==> config.mk <==
export PLATFORM = sky130hd
export DESIGN_NAME = mem_bus_arbiter
export DESIGN_NICKNAME = d
export VERILOG_FILES = /design/src/rtl/mem_bus_pkg.sv /design/src/rtl/mem_beat_counter.sv /design/src/rtl/mem_bus_arbiter.sv
export SDC_FILE = /design/constraint.sdc
export NUM_CORES = 1
export LEC_CHECK = 0
export BUFFER_PORTS_ARGS = -buffer_cell sky130_fd_sc_hd__clkbuf_2
export CORE_AREA = 5 5 88 90
export CTS_CLUSTER_SIZE = 16
export DETAILED_ROUTE_END_ITERATION = 8
export DIE_AREA = 0 0 93 95
export GPL_ROUTABILITY_DRIVEN = 0
export GPL_TIMING_DRIVEN = 0
export PLACE_DENSITY_LB_ADDON = 0.2
export RECOVER_POWER = 25
export SYNTH_ARGS = -nofsm -noshare
export SYNTH_HDL_FRONTEND = slang
export SYNTH_HIERARCHICAL = 1
export SYNTH_SLANG_ARGS = --single-unit
export TNS_END_PERCENT = 10
==> constraint.sdc <==
create_clock -name clk -period 2.33 [get_ports clk]
set_input_delay 0.233 -clock clk [delete_from_list [all_inputs] [get_ports clk]]
set_output_delay 0.233 -clock clk [all_outputs]
set_load 0.01 [all_outputs]
==> src/rtl/mem_bus_pkg.sv <==
`default_nettype none
// ============================================================================
//  Module   : mem_bus_pkg
//  Purpose  : Shared types and helpers for the memory bus arbiter.
//             - owner_t : who currently owns the single memory port.
//             - beat_cnt_width() : beat counter width, never below 1 bit.
//  Revision : 1.0  initial release
// ============================================================================
package mem_bus_pkg;

    typedef enum logic [1:0] {
        IDLE  = 2'd0,
        OWN_M = 2'd1,
        OWN_F = 2'd2
    } owner_t;

    // A 1-beat block still needs a 1-bit counter so the port width is legal.
    function automatic int beat_cnt_width(input int blocksize);
        if (blocksize <= 1) begin
            return 1;
        end
        return $clog2(blocksize);
    endfunction

endpackage
`default_nettype wire

==> src/rtl/mem_beat_counter.sv <==
`default_nettype none
// ============================================================================
//  Module   : mem_beat_counter
//  Purpose  : Beat counter for one locked burst. Wraps to 0 after
//             BLOCKSIZE-1 and flags the final beat of the block.
//  Ports    : clk, reset (async active-low)
//             clear   - synchronous clear on burst release
//             advance - one beat completed this cycle
//             count   - current beat index
//             last    - count is on the final beat of the block
//  Revision : 1.0  initial release
// ============================================================================
module mem_beat_counter
    import mem_bus_pkg::*;
#(
    parameter int BLOCKSIZE = 4,
    parameter int CW        = beat_cnt_width(BLOCKSIZE)
) (
    input  logic          clk,
    input  logic          reset,
    input  logic          clear,
    input  logic          advance,
    output logic [CW-1:0] count,
    output logic          last
);

    localparam logic [CW-1:0] C_LAST_BEAT = CW'(BLOCKSIZE - 1);

    assign last = (count == C_LAST_BEAT);

    always_ff @(posedge clk or negedge reset) begin
        if (!reset) begin
            count <= '0;
        end else if (clear) begin
            count <= '0;
        end else if (advance) begin
            count <= last ? '0 : count + 1'b1;
        end
    end

endmodule
`default_nettype wire

==> src/rtl/mem_bus_arbiter.sv <==
`default_nettype none
// ============================================================================
//  Module   : mem_bus_arbiter
//  Purpose  : Arbitrates the single memory port between the data cache (M)
//             and the instruction cache (F), locking the grant for a whole
//             block of BLOCKSIZE beats. Contention is resolved round-robin,
//             data-first out of reset.
//  Ports    : clk, reset (async active-low)
//             HRequestM/HWriteM/HAddrM/HWDataM -> BusReadyM   data cache side
//             HRequestF/HAddrF                 -> BusReadyF   instr cache side
//             HRData                                          shared read data
//             MemReq/MemWrite/MemAddr/MemWD <- MemRD/MemReady memory port
//  Revision : 1.0  initial release
// ============================================================================
module mem_bus_arbiter
    import mem_bus_pkg::*;
#(
    parameter int BLOCKSIZE = 4
) (
    input  logic        clk,
    input  logic        reset,
    input  logic        HRequestM,
    input  logic        HWriteM,
    input  logic [31:0] HAddrM,
    input  logic [31:0] HWDataM,
    output logic        BusReadyM,
    input  logic        HRequestF,
    input  logic [31:0] HAddrF,
    output logic        BusReadyF,
    output logic [31:0] HRData,
    output logic        MemReq,
    output logic        MemWrite,
    output logic [31:0] MemAddr,
    output logic [31:0] MemWD,
    input  logic [31:0] MemRD,
    input  logic        MemReady
);

    localparam int CW = beat_cnt_width(BLOCKSIZE);

    owner_t          state;
    owner_t          state_nxt;
    logic            data_first;
    logic            data_first_nxt;
    logic            own_m;
    logic            own_f;
    logic            owner_req;
    logic            owner_ready;
    logic            release_burst;
    logic [CW-1:0]   beat_count;
    logic            beat_last;

    assign own_m = (state == OWN_M);
    assign own_f = (state == OWN_F);

    // Owner's request; a request held by the non-owner never reaches memory.
    assign owner_req   = (own_m & HRequestM) | (own_f & HRequestF);
    // MemReady is only meaningful while a beat is actually requested.
    assign owner_ready = MemReady & owner_req;

    // Release after the final beat, or when the owner walks away before any
    // beat completed. A drop mid-burst keeps ownership and just idles MemReq.
    assign release_burst = (state != IDLE) &&
                           ((beat_last && owner_ready) ||
                            (!owner_req && (beat_count == '0)));

    // ------------------------------------------------------------------------
    // Memory port and cache-side handshakes
    // ------------------------------------------------------------------------
    assign MemReq    = owner_req;
    assign MemWrite  = own_m & HWriteM;
    assign MemAddr   = own_m ? HAddrM : (own_f ? HAddrF : 32'h0);
    assign MemWD     = own_m ? HWDataM : 32'h0;
    assign BusReadyM = MemReady & own_m & HRequestM;
    assign BusReadyF = MemReady & own_f & HRequestF;
    assign HRData    = MemRD;

    // ------------------------------------------------------------------------
    // Arbitration FSM
    // ------------------------------------------------------------------------
    always_comb begin
        state_nxt      = state;
        data_first_nxt = data_first;
        case (state)
            IDLE: begin
                if (HRequestM && HRequestF) begin
                    state_nxt      = data_first ? OWN_M : OWN_F;
                    // Hand the next contention to the side that lost this one.
                    data_first_nxt = !data_first;
                end else if (HRequestM) begin
                    state_nxt = OWN_M;
                end else if (HRequestF) begin
                    state_nxt = OWN_F;
                end
            end
            OWN_M, OWN_F: begin
                if (release_burst) begin
                    state_nxt = IDLE;
                end
            end
            default: begin
                state_nxt = IDLE;
            end
        endcase
    end

    always_ff @(posedge clk or negedge reset) begin
        if (!reset) begin
            state      <= IDLE;
            data_first <= 1'b1;
        end else begin
            state      <= state_nxt;
            data_first <= data_first_nxt;
        end
    end

    mem_beat_counter #(
        .BLOCKSIZE (BLOCKSIZE),
        .CW        (CW)
    ) u_beat_counter (
        .clk     (clk),
        .reset   (reset),
        .clear   (release_burst),
        .advance (owner_ready),
        .count   (beat_count),
        .last    (beat_last)
    );

endmodule
`default_nettype wire

==> metrics.txt <==
# TYPE chip_impl_metric gauge
chip_impl_metric{name="cp.buffers_inverters",unit=""} 5
chip_impl_metric{name="p_per_area",unit="nW/um2"} 688.1
chip_impl_metric{name="grt-ovfl-total",unit=""} 0
chip_impl_metric{name="fp-row-count",unit=""} 31
chip_impl_info{name="final_cell_mix",value="sky130_fd_sc_hd__clkbuf_2 (178), sky130_fd_sc_hd__nand2_1 (65), sky130_fd_sc_hd__and2_1 (34), sky130_fd_sc_hd__o21ai_0 (32), sky130_fd_sc_hd__buf_4 (32)"} 1
chip_impl_info{name="timing.critical_path.to_type",value="primary output"} 1
chip_impl_metric{name="syn2layout_area_growth",unit="%"} 89.01
chip_impl_metric{name="h-tree-depth",unit=""} 1
chip_impl_metric{name="yosys.area_share.simple",unit=""} 0.4053
chip_impl_info{name="crit_chain",value="inv_1, ha_1, buf_6, buf_2, buf_2, nand2_1, o21ai_0, clkbuf_2"} 1
chip_impl_metric{name="worstPathRequired",unit="ns"} 2.10
chip_impl_metric{name="grt_start_max_net_pins",unit=""} 11
chip_impl_metric{name="synth_sequential_area_ratio",unit=""} 0.09912
chip_impl_metric{name="die_height",unit="um"} 95
chip_impl_info{name="cts_tree",value="done"} 1
chip_impl_metric{name="timing.final.setup_violations",unit=""} 0
chip_impl_metric{name="wire_length_of_the_first_global_routing_pass",unit="um"} 9059
chip_impl_metric{name="number_of_top_level_pins",unit=""} 234
chip_impl_metric{name="maxCapViolCount",unit=""} 0
chip_impl_metric{name="synth-xor-area-share",unit=""} 0.006869
chip_impl_metric{name="clock_sinks",unit=""} 5
chip_impl_metric{name="synth-adder-area-share",unit=""} 0.03925
chip_impl_metric{name="grt_pass1_vias",unit=""} 1827
chip_impl_metric{name="grt_antenna_before_repair",unit=""} 0
chip_impl_metric{name="dr.pass1.iters",unit=""} 4
chip_impl_metric{name="placement.io_buffers",unit=""} 201
chip_impl_metric{name="routed_wire_length_per_instance",unit="um"} 12.74
chip_impl_metric{name="timing.final.crit_share",unit=""} 0.8765
chip_impl_metric{name="synth_mux_area_frac",unit=""} 0.01865
chip_impl_info{name="run_status",value="completed"} 1
chip_impl_metric{name="netlist_area_before_placement",unit="um2"} 1275
chip_impl_metric{name="leakage",unit="nW"} 1.400
chip_impl_metric{name="synth.distinct_cells",unit=""} 25
chip_impl_metric{name="initial_core_utilization",unit=""} 0.1826
chip_impl_metric{name="gr-usage-all-layers",unit=""} 0.1250
chip_impl_metric{name="cts_max_path_buffers",unit=""} 2
chip_impl_metric{name="tritoncts.num_buffers",unit=""} 3
chip_impl_info{name="mostFrequentLayoutCell",value="sky130_fd_sc_hd__clkbuf_2"} 1
chip_impl_metric{name="clk_latency",unit="ns"} 0.22
chip_impl_metric{name="ys_seq_elements",unit=""} 5
chip_impl_metric{name="worst_ir_drop_on_vdd",unit="mV"} 0.3639
chip_impl_metric{name="die-area",unit="um2"} 8835
chip_impl_metric{name="slew_viols_final",unit=""} 0
chip_impl_metric{name="via_per_inst",unit=""} 4.072
chip_impl_info{name="critical-path-top-delay-family",value="buffers and inverters"} 1
chip_impl_metric{name="avgSynthCellArea",unit="um2"} 6.071
chip_impl_info{name="main_combinational_cell_family_by_area_after_synthesis",value="simple AND/OR/NAND/NOR gates"} 1
chip_impl_metric{name="timing_worst_slew_pin_value",unit="ns"} 0.4567
chip_impl_metric{name="post_detail_place_hpwl",unit="um"} 5627
chip_impl_info{name="critical_path.most_common_cell",value="sky130_fd_sc_hd__buf_2"} 1
chip_impl_metric{name="final_util",unit=""} 0.3452
chip_impl_metric{name="drt-total-wl",unit="um"} 6344
chip_impl_metric{name="layout.filler_cells",unit=""} 806
chip_impl_metric{name="crit_arrival",unit="ns"} 1.81
chip_impl_metric{name="nNetsFinal",unit=""} 555
chip_impl_metric{name="timing.final.hold_violations",unit=""} 0
chip_impl_metric{name="final_critical_path_time_including_i_o_delays_and_setup",unit="ns"} 2.042
chip_impl_metric{name="design.core.area",unit="um2"} 6982
chip_impl_metric{name="tns",unit="ns"} 0
chip_impl_metric{name="post-cts-setup-buffers",unit=""} 0
chip_impl_metric{name="worst-path-max-fanout",unit=""} 10
chip_impl_info{name="unrepaired_setup_endpoints_after_global_routing",value="no"} 1
chip_impl_info{name="critPathLaunchType",value="register"} 1
chip_impl_metric{name="critPathMaxStageDelay",unit="ns"} 0.39
chip_impl_metric{name="synthesis.yosys.warnings",unit=""} 6
chip_impl_metric{name="die_w",unit="um"} 93
chip_impl_metric{name="synth_compound_area_frac",unit=""} 0.1737
chip_impl_metric{name="clk_pin_slew",unit="ns"} 0.04
chip_impl_metric{name="syn_nets",unit=""} 348
chip_impl_metric{name="via_count",unit=""} 2028
chip_impl_metric{name="antenna_cells_inserted",unit=""} 0
chip_impl_metric{name="clock.fmax",unit="GHz"} 0.4896
chip_impl_metric{name="drive_above_1_share",unit=""} 0.5409
chip_impl_metric{name="finalClockSkew",unit="ns"} 0.0004685
chip_impl_info{name="critPathSlowestCell",value="sky130_fd_sc_hd__dfrtp_1"} 1
chip_impl_metric{name="slew-limit-headroom",unit=""} 0.6956
chip_impl_metric{name="detailedRoute.firstIterationViolations",unit=""} 21
chip_impl_metric{name="post_synth_inst_count",unit=""} 210
chip_impl_metric{name="drc",unit=""} 0
chip_impl_info{name="ctsRootBufferMaster",value="sky130_fd_sc_hd__clkbuf_8"} 1
chip_impl_info{name="class_of_the_worst_hold_path",value="input pin to register"} 1
chip_impl_info{name="timing.setup.critical_path_class",value="register to primary output"} 1
chip_impl_metric{name="drtAntennaViolNets",unit=""} 0
-- cell type report --
class                           instances  area, um2  share of cell area
Clock buffer                            4      45.04             0.01869
Multi-Input combinational cell        154      820.8              0.3406
Buffer                                 47      312.8              0.1298
Timing Repair Buffer                  202      987.2              0.4097
Tap cell                               82      102.6             0.04258
Sequential cell                         5      126.4             0.05244
Inverter                                4      15.01            0.006231
-- cell usage after synthesis, drive strengths merged --
cell type	count	area, um2
dfstp	1	26.28
nor2	2	7.510
inv	4	15.01
and3	2	12.51
nand3b	1	7.510
a22o	1	17.52
nand2	65	244.0
and2	34	212.7
buf	40	286.5
xnor2	1	8.760
dfrtp	4	100.1
clkbuf	7	26.28
a21oi	1	8.760
or3b	1	8.760
nand3	1	5.000
a32oi	2	17.52
nand2b	2	12.51
ha	4	50.05
mux2i	2	23.77
o21ai	32	160.2
o32ai	2	17.52
or3	1	6.260
-- per-layer routing --
metal,up-vias,global-route usage,routed length (um)
li1,1053,-,-
met1,878,0.1459,2365
met2,91,0.2370,3373
met3,6,0.02470,564
met4,0,0.02320,40
met5,-,0,0
-- cell families after synthesis --
| logic type | after synthesis |
|---|---|
| compound gates | 38 |
| xor+xnor | 1 |
| fa+ha+maj | 4 |
| buf+inv | 51 |
| flops | 5 |
| mux | 2 |
| simple gates | 109 |
-- through the flow --
step | cells | setup slack [ns] | power (mW) | area (um2) | hold slack [ns]
3_3_place_gp | 493 | 0.4896 | 1.522 | 2384 | 0.05811
5_1_grt | 498 | 0.05714 | 1.853 | 2410 | 0.3292
3_5_place_dp | 493 | 0.4631 | 1.530 | 2384 | 0.06327
2_1_floorplan | 210 | 0.7496 | 0.9515 | 1275 | -0.06259
6_report | 498 | 0.2877 | 1.658 | 2410 | 0.3187
4_1_cts | 498 | 0.2255 | 1.704 | 2439 | 0.3123
-- flip-flops by register name (all words and copies together) (netlist names) --
register and count:
data_first 1, state 2, u_beat_counter/count 2
-- power by group --
part / leakage (nW) / total [mW] / switching (mW) / internal, mW
logic: 1.31 / 1.35 / 0.775 / 0.571
clock network: 0.0228 / 0.160 / 0.0430 / 0.117
registers: 0.0638 / 0.151 / 0.0256 / 0.126
-- timing repair --
action                    in CTS  in global routing
hold endpoints to repair       4                  0
hold buffers                   1                  0
gates resized for setup        0                  0
-- worst min-delay path: stages --
cell and delay (ns):
sky130_fd_sc_hd__clkbuf_2 0.14, sky130_fd_sc_hd__nand3_1 0.10, sky130_fd_sc_hd__xnor2_1 0.06
-- worst paths after layout --
check | to | depth (start not counted) | from | slack, ns
max | MemAddr[24] | 8 | state[1] | 0.29
min | data_first | 3 | HRequestM | 0.32
max reg2reg | u_beat_counter/count[0] | 7 | state[0] | 0.61
min reg2reg | data_first | 1 | data_first | 0.49
max in group asynchronous | data_first | 2 | reset | 1.65
min in group asynchronous | u_beat_counter/count[1] | 2 | reset | 0.40
Power figures use the tool's default switching activity.
